==> src/rtl/ks_note_sequencer.sv <==
// Step sequencer feeding ks_string: per-step period table, programmable tempo and pluck gate.
// Optional KS_SEQ_SWING_EN adds swing_i, which lengthens odd-indexed steps.
module ks_note_sequencer #(
    parameter int NUM_STEPS   = 8,
    parameter int DATA_WIDTH  = 8,
    parameter int TEMPO_WIDTH = 12,
    localparam int STEP_W     = $clog2(NUM_STEPS)
) (
    input  logic                   clk_i,
    input  logic                   rst_ni,
    input  logic                   run_i,
    input  logic                   loop_i,
    input  logic [STEP_W-1:0]      last_i,
    input  logic [TEMPO_WIDTH-1:0] tempo_i,
    input  logic [TEMPO_WIDTH-1:0] gate_len_i,
`ifdef KS_SEQ_SWING_EN
    input  logic [TEMPO_WIDTH-1:0] swing_i,
`endif
    input  logic                   wr_en_i,
    input  logic [STEP_W-1:0]      wr_addr_i,
    input  logic [DATA_WIDTH-1:0]  wr_data_i,
    output logic [DATA_WIDTH-1:0]  period_o,
    output logic                   pluck_o,
    output logic [STEP_W-1:0]      step_o,
    output logic                   busy_o,
    output logic                   done_o
);

    // state | meaning
    // IDLE  | stopped; outputs quiet, period_o holds last note
    // PLAY  | stepping through the table
    typedef enum logic {IDLE, PLAY} state_t;

    state_t                  state_q, state_d;
    logic [DATA_WIDTH-1:0]   tbl_q [NUM_STEPS];
    logic [STEP_W-1:0]       step_q, start_idx;
    logic [TEMPO_WIDTH-1:0]  tick_q, len_q, gate_q, len_new, gate_new;
    logic [DATA_WIDTH-1:0]   period_q;
    logic                    note_q, done_q, armed_q;
    logic                    start, abort, done_d;

    assign gate_new = (gate_len_i == '0) ? TEMPO_WIDTH'(1) : gate_len_i;

`ifdef KS_SEQ_SWING_EN
    logic [TEMPO_WIDTH-1:0] base_len;
    logic [TEMPO_WIDTH:0]   swing_sum;
    assign base_len  = (tempo_i == '0) ? TEMPO_WIDTH'(1) : tempo_i;
    assign swing_sum = {1'b0, base_len} + {1'b0, swing_i};
    // len is the index of the final tick, so saturating it caps the step at 2^W clocks
    assign len_new   = !start_idx[0] ? base_len :
                       (swing_sum[TEMPO_WIDTH] ? '1 : swing_sum[TEMPO_WIDTH-1:0]);
`else
    assign len_new   = (tempo_i == '0) ? TEMPO_WIDTH'(1) : tempo_i;
`endif

    always_ff @(posedge clk_i or negedge rst_ni) begin
        if (!rst_ni) state_q <= IDLE;
        else         state_q <= state_d;
    end

    always_comb begin
        state_d   = state_q;
        start     = 1'b0;
        start_idx = '0;
        abort     = 1'b0;
        done_d    = 1'b0;
        case (state_q)
            IDLE: begin
                if (run_i && armed_q) begin
                    state_d = PLAY;
                    start   = 1'b1;
                end
            end
            PLAY: begin
                if (!run_i) begin
                    state_d = IDLE;
                    abort   = 1'b1;
                end else if (tick_q == len_q) begin
                    if (step_q != last_i) begin
                        start     = 1'b1;
                        start_idx = step_q + STEP_W'(1);
                    end else if (loop_i) begin
                        start = 1'b1;
                    end else begin
                        state_d = IDLE;
                        done_d  = 1'b1;
                    end
                end
            end
            default: state_d = IDLE;
        endcase
    end

    always_ff @(posedge clk_i or negedge rst_ni) begin
        if (!rst_ni) begin
            for (int i = 0; i < NUM_STEPS; i++) tbl_q[i] <= '0;
        end else if (wr_en_i) begin
            tbl_q[wr_addr_i] <= wr_data_i;
        end
    end

    always_ff @(posedge clk_i or negedge rst_ni) begin
        if (!rst_ni) begin
            step_q   <= '0;
            tick_q   <= '0;
            len_q    <= '0;
            gate_q   <= '0;
            note_q   <= 1'b0;
            period_q <= '0;
            done_q   <= 1'b0;
            armed_q  <= 1'b1;
        end else begin
            done_q <= done_d;
            // after a play-once finishes, run_i must go low before another start
            if (!run_i)      armed_q <= 1'b1;
            else if (done_d) armed_q <= 1'b0;

            if (start) begin
                step_q <= start_idx;
                tick_q <= '0;
                len_q  <= len_new;
                gate_q <= gate_new;
                note_q <= (tbl_q[start_idx] != '0);
                if (tbl_q[start_idx] != '0) period_q <= tbl_q[start_idx];
            end else if (state_q == PLAY) begin
                if (abort || done_d) begin
                    step_q <= '0;
                    note_q <= 1'b0;
                end else begin
                    tick_q <= tick_q + TEMPO_WIDTH'(1);
                end
            end
        end
    end

    assign busy_o   = (state_q == PLAY);
    assign pluck_o  = busy_o && note_q && (tick_q < gate_q) && (tick_q != len_q);
    assign step_o   = step_q;
    assign period_o = period_q;
    assign done_o   = done_q;

endmodule

==> config.mk <==
export PLATFORM = sky130hd
export DESIGN_NAME = ks_note_sequencer
export DESIGN_NICKNAME = d
export VERILOG_FILES = /design/src/rtl/ks_note_sequencer.sv
export SDC_FILE = /design/constraint.sdc
export NUM_CORES = 1
export LEC_CHECK = 0
export BUFFER_PORTS_ARGS = -buffer_cell sky130_fd_sc_hd__buf_4
export CORE_AREA = 2 2 102 104
export CTS_CLUSTER_DIAMETER = 100
export DETAILED_ROUTE_END_ITERATION = 6
export DIE_AREA = 0 0 104 106
export PLACE_DENSITY_LB_ADDON = 0.12
export SYNTH_ARGS = -nofsm -noshare
export SYNTH_HDL_FRONTEND = slang
export SYNTH_SLANG_ARGS = --single-unit
==> constraint.sdc <==
create_clock -name clk_i -period 3.1 [get_ports clk_i]
set_input_delay 0.31 -clock clk_i [delete_from_list [all_inputs] [get_ports clk_i]]
set_output_delay 0.31 -clock clk_i [all_outputs]
set_load 0.1 [all_outputs]
Word level (Yosys, flattened, before mapping)
Cells that the tools add are included.

storage, ports and cells
  flip-flop bits (word level) = 115
  memories = 0
  output and inout port bits = 14
  bits in latches = 0
  bits in read-only memories = 0
  input port bits = 43
  memory bits (writable) = 0

operators by class
  muxes and demuxes = 39
  bitwise operators = 3
  $mul = 0
  add/sub/neg operators = 2
  reduce and logical (&&, ||, !) cells = 14
  shift operators = 0
  equal/unequal tests = 5
  $lt $le $gt $ge = 4
  divide/modulo/power cells = 0

operators with widths
  cell                     number
  $bwmux W64               1
  $mux W12                 5
  $bmux W8 S3              1
  $demux W8 S3             1
  $logic_not A12 Y1        2
  $mux W8                  3
  $mux W3                  7
  $mux W1                  19
  $add A12 B1 Y12 const B  1
  $eq A12 B12 Y1           1
  $lt A12 B12 Y1           1
  $ne A12 B12 Y1           1
  $ge A4 B4 Y1 const B     2
  $not A3 Y4               2
  $reduce_bool A8 Y1       1
  $reduce_and A2 Y1        3
  $logic_and A1 B1 Y1      5
  $lt A4 B1 Y1 const B     1
  $pmux W1 S2              2
  $reduce_bool A2 Y1       2
  $add A3 B1 Y3 const B    1
  $ne A3 B3 Y1             1
  $ne A2 B1 Y1 const B     1
  $ne A2 B2 Y1 const B     1
  other kinds (2)          2

Depth between registers and ports, before layout
  word-level depth = 11
  depth in mapped cells = 11
  mapped depth without buffers = 9

Least setup slack after synthesis
OpenSTA, ideal clock, no wires.

  path kind = register -> output
  from = register tick_q[1]
  to = output port pluck_o
  path buffers = 0
  arrival time = 6,238 ps
  path slack = -3,448 ps
  cell stages (with the launch flop) = 9
  path through = dfrtp_1 ha_1 a21o_1 a21o_1 a21o_1 a21o_1 a21oi_1 o21ai_0 a2111oi_0

on the way
  cells in the longest elaborated chain, start to end = 3

RTL lines
  item                      line  text
  start: declaration        37    logic [TEMPO_WIDTH-1:0] tick_q, len_q, gate_q, len_new, gate_new;
  start signal: assignment  130   tick_q <= tick_q + TEMPO_WIDTH'(1);
  $lt A12 B12 Y1            137   assign pluck_o = busy_o && note_q && (tick_q < gate_q) && (tick_q != len_q);
  $logic_and A1 B1 Y1       137
  $logic_and A1 B1 Y1 (*)   137
  end: declaration          23    output logic pluck_o,

Every way passes the cells marked *; elsewhere a longest branch is shown, timed or not.

Worst setup path after layout
  from = register gate_q[1]
  to = output port pluck_o

on the way
  cells in the longest elaborated chain, start to end = 3

RTL lines
  item                               line  text
  start: declaration                 37
  start signal: assignment           122   gate_q <= gate_new;
  $lt A12 B12 Y1                     137
  $logic_and A1 B1 Y1 (2 in series)  137

Every way passes these cells.

==> impl_metrics.yaml <==
critical_path:
  criticalPathCategory: "flop to output port"
  setup.worst_path.start_class: "flop"
  crit_required_ns: 2.79
  critical_path.max_fanout: 2
  cpMostUsedCell: "a21o_1"
  cp-end-kind: "output port"
  max_stage_delay_ns: 0.38
  cp.arrival_ns: 2.71
  slowest_stage: "dfrtp_1"
  crit_path_cell_trace: "inv_2 > ha_4 > a21o_1 > a21o_1 > a21o_1 > a21o_1 > a21oi_2 > o21ai_2 > a2111oi_4 > buf_6"
  critPathBufInv: 2
  path_delay_family: "compound AO/OA/AOI/OAI gates"
sta:
  final_hold_viol_count: 0
  fmax_mhz: 331
  rsz0062_at_grt: "no"
  finalMaxSlewViolations: 0
  timing.max_slew.rel_slack_pct: 49.0
  min_period_ns: 3.02
  layout_setup_ws_ns: 0.0810
  finalCritPeriodShare_pct: 97.4
  tightest_slew_ns: 0.757
  setup_violations: 0
  finalClockSkew_ns: 0.00611
clock_tree:
  cts_root_buf: "clkbuf_8"
  cts_tree: "yes"
  clkTransAtPathRegs_ns: 0.05
  numClockSinks: 115
  clock_path_buffers: 2
  cts_buffers: 17
  htreeDepth: 4
  clock_latency_ns: 0.53
logic_synthesis:
  synthesis.nets: 564
  synth_compound_area_share_pct: 11.1
  synth-xor-area-share_pct: 4.39
  synth-seq-area-share_pct: 50.3
  synthArstFlopShare_pct: 100
  avgSynthCellArea_sq_um: 11.3
  ys_ff_latch: 115
  yosysUniqueCellTypes: 52
  yosys_most_used_dff: "dfrtp_1"
  yosys_warnings: 0
  synth_edf_count: 0
  synth-adder-area-share_pct: 2.84
  syn_area_sq_um: 5730
  synthSimpleGateAreaFrac_pct: 11.4
  synth_top_family_by_area: "multiplexers"
  syn_inst: 508
  synth_mux_area_share_pct: 17.2
layout:
  stdcell_count: 754
  multiInputGateArea_sq_um: 2760
  regArea_sq_um: 2880
  final_nets: 661
  n_antenna_cell: 0
  drive_gt1_share_pct: 34.1
  fillers: 712
  area_growth_pct: 27.5
die:
  ios: 57
  fp-row-count: 37
  start_util_pct: 57.3
  die-width_microns: 104
  core-area_sq_um: 10000
  fp.dieH_microns: 106
  die_area_sq_um: 11000
power:
  p_leak_nw: 3.30
  vdd_drop_max_mv: 0.367
  power.density_nw_per_um2: 676
  total_power_w: 0.00494
route:
  ant_nets: 0
  drc: 0
  wl_mm: 14.1
  vias_per_cell: 5.76
  drtPass1Iterations: 5
  drt-initial-drc-count: 258
  vias: 4340
  post_drt_wl_per_cell_microns: 18.6
placement:
  io_buffers: 56
  post-dp-hpwl_mm: 9.51
  pre_cts_ws_ns: 0.189
  routabilityCongestion: 0.843
  placed_cells: 701
global_routing:
  overflow: 0
  grt_pass1_vias: 4477
  grt_pass1_wl_mm: 22.9
  grt_max_degree: 50
  antenna_found_initial: 0
  track_usage_pct: 27.2
hold_path:
  hp-class: "primary input to flop"
outcome:
  status: "finished, final reports clean"
flow_run:
  drv_cap: 0
==> state kept, by name, indices dropped and copies added (netlist names) <==
name      count
step_o        3
armed_q       1
tbl_q        64
period_o      8
gate_q       12
tick_q       12
len_q        12
busy_o        1
done_o        1
note_q        1
==> worst paths after layout <==
| check | startpoint | end | slack [ns] | depth (start not counted) |
|---|---|---|---|---|
| max reg2reg | tick_q[1] | note_q | 0.13 | 10 |
| max | gate_q[1] | pluck_o | 0.08 | 10 |
| min | gate_len_i[2] | gate_q[2] | 0.02 | 3 |
| min reg2reg | armed_q | armed_q | 0.50 | 2 |
| min in group asynchronous | rst_ni | len_q[9] | 0.33 | 2 |
| max in group asynchronous | rst_ni | tbl_q[20] | 2.03 | 3 |
==> layout by cell type, fill, tap and decap left out, drive strengths merged, types with 3 or more instances in the layout <==
| cell | count |
|---|---|
| nand2b | 4 |
| xor2 | 13 |
| dfrtp | 114 |
| o31ai | 4 |
| a21o | 5 |
| nand2 | 62 |
| ha | 13 |
| a31o | 4 |
| bufinv | 3 |
| xnor2 | 14 |
| clkbuf | 22 |
| nor3 | 13 |
| dlygate4sd3 | 19 |
| mux4 | 8 |
| mux2 | 68 |
| a21oi | 8 |
| buf | 80 |
| o22ai | 3 |
| nand3 | 5 |
| nand4b | 3 |
| and3 | 5 |
| mux2i | 4 |
| o21ai | 43 |
| inv | 19 |
| a22o | 8 |
| clkinv | 6 |
| nand4 | 9 |
| nor4 | 5 |
| a31oi | 7 |
| nor2 | 21 |
==> cell type report <==
type / count / share of cell area, %
Sequential cell: 115 / 39.5
Clock buffer: 22 / 6.62
Inverter: 19 / 0.977
Multi-Input combinational cell: 353 / 37.8
Tap cell: 136 / 2.33
Clock inverter: 10 / 1.75
Timing Repair Buffer: 99 / 11.1
==> cells in the mapped netlist (2+ instances only) <==
master | instances | area share [%]
o31ai_1 | 3 | 0.39
inv_1 | 19 | 1.2
o32ai_1 | 2 | 0.31
o2bb2ai_1 | 2 | 0.31
a221o_1 | 2 | 0.35
mux2_2 | 68 | 13
nand4_1 | 9 | 0.98
xnor2_2 | 2 | 0.57
nor2b_1 | 2 | 0.22
and3_1 | 4 | 0.44
nor4_1 | 5 | 0.55
a31oi_1 | 7 | 0.76
a22oi_1 | 2 | 0.26
a21o_1 | 5 | 0.66
xor2_1 | 13 | 2.0
buf_2 | 3 | 0.26
clkbuf_1 | 16 | 1.0
o21ai_0 | 42 | 3.7
ha_1 | 13 | 2.8
a22o_1 | 7 | 1.1
a31o_1 | 4 | 0.61
dfrtp_1 | 114 | 50
nor2_1 | 21 | 1.4
nand2b_1 | 4 | 0.44
a21oi_1 | 8 | 0.70
mux2i_1 | 4 | 0.70
buf_1 | 2 | 0.13
nand2_1 | 61 | 4.0
mux4_2 | 8 | 3.1
xnor2_1 | 12 | 1.8
nand3_1 | 5 | 0.44
and2_1 | 2 | 0.22
nor3b_1 | 2 | 0.26
nor3_1 | 12 | 1.0
a211o_1 | 2 | 0.31
o22ai_1 | 3 | 0.33
nand4b_1 | 3 | 0.46
==> kinds of logic after synthesis <==
group,count (synthesis)
mux,80
simple gates,137
xor+xnor,27
flops,115
buf+inv,40
fa+ha+maj,13
compound gates,96
==> metal layers <==
metal,routed length (microns),track usage (%)
met1,5780,33.2
met2,7350,47.1
met3,552,5.21
met4,373,12.2
met5,0,0
==> metrics by stage <==
stage / utilization [%] / instance area, sq um / hold WS [ns] / setup TNS (ns)
6_report: 73.0 / 7300 / 0.0179 / 0
5_1_grt: 73.0 / 7300 / 0.0312 / 0
4_1_cts: 72.6 / 7260 / 0.000871 / 0
3_5_place_dp: 64.4 / 6440 / 0.349 / 0
3_3_place_gp: 64.4 / 6440 / 0.339 / 0
2_1_floorplan: - / 5750 / 0.0144 / -0.0208
==> worst reg2reg max path: cells and delay by family (launching register included) <==
| kind | cells | cell delay [ns] |
|---|---|---|
| XOR/XNOR | 1 | 0.12 |
| AO/OA/AOI/OAI | 3 | 0.89 |
| AND/OR/NAND/NOR | 4 | 1.15 |
| flip-flops | 1 | 0.41 |
| buffers and inverters | 2 | 0.29 |
==> power by group <==
part           internal, W  leakage, nW  total, W  switching (W)
sequential         0.00176         1.42   0.00192       0.000162
combinational     0.000454         1.57   0.00102       0.000570
clock              0.00132        0.306   0.00199       0.000667
total              0.00354         3.30   0.00494        0.00140
==> what timing repair did <==
action | 4_1_cts | 5_1_grt
hold endpoints to repair | 61 | 0
pin swaps | 2 | 12
buffers inserted | 1 | 1
resized for setup | 4 | 5
hold buffers | 19 | 0
endpoints found under the setup margin | 1 | 1
No activity file was read; power rests on OpenSTA's default activity.
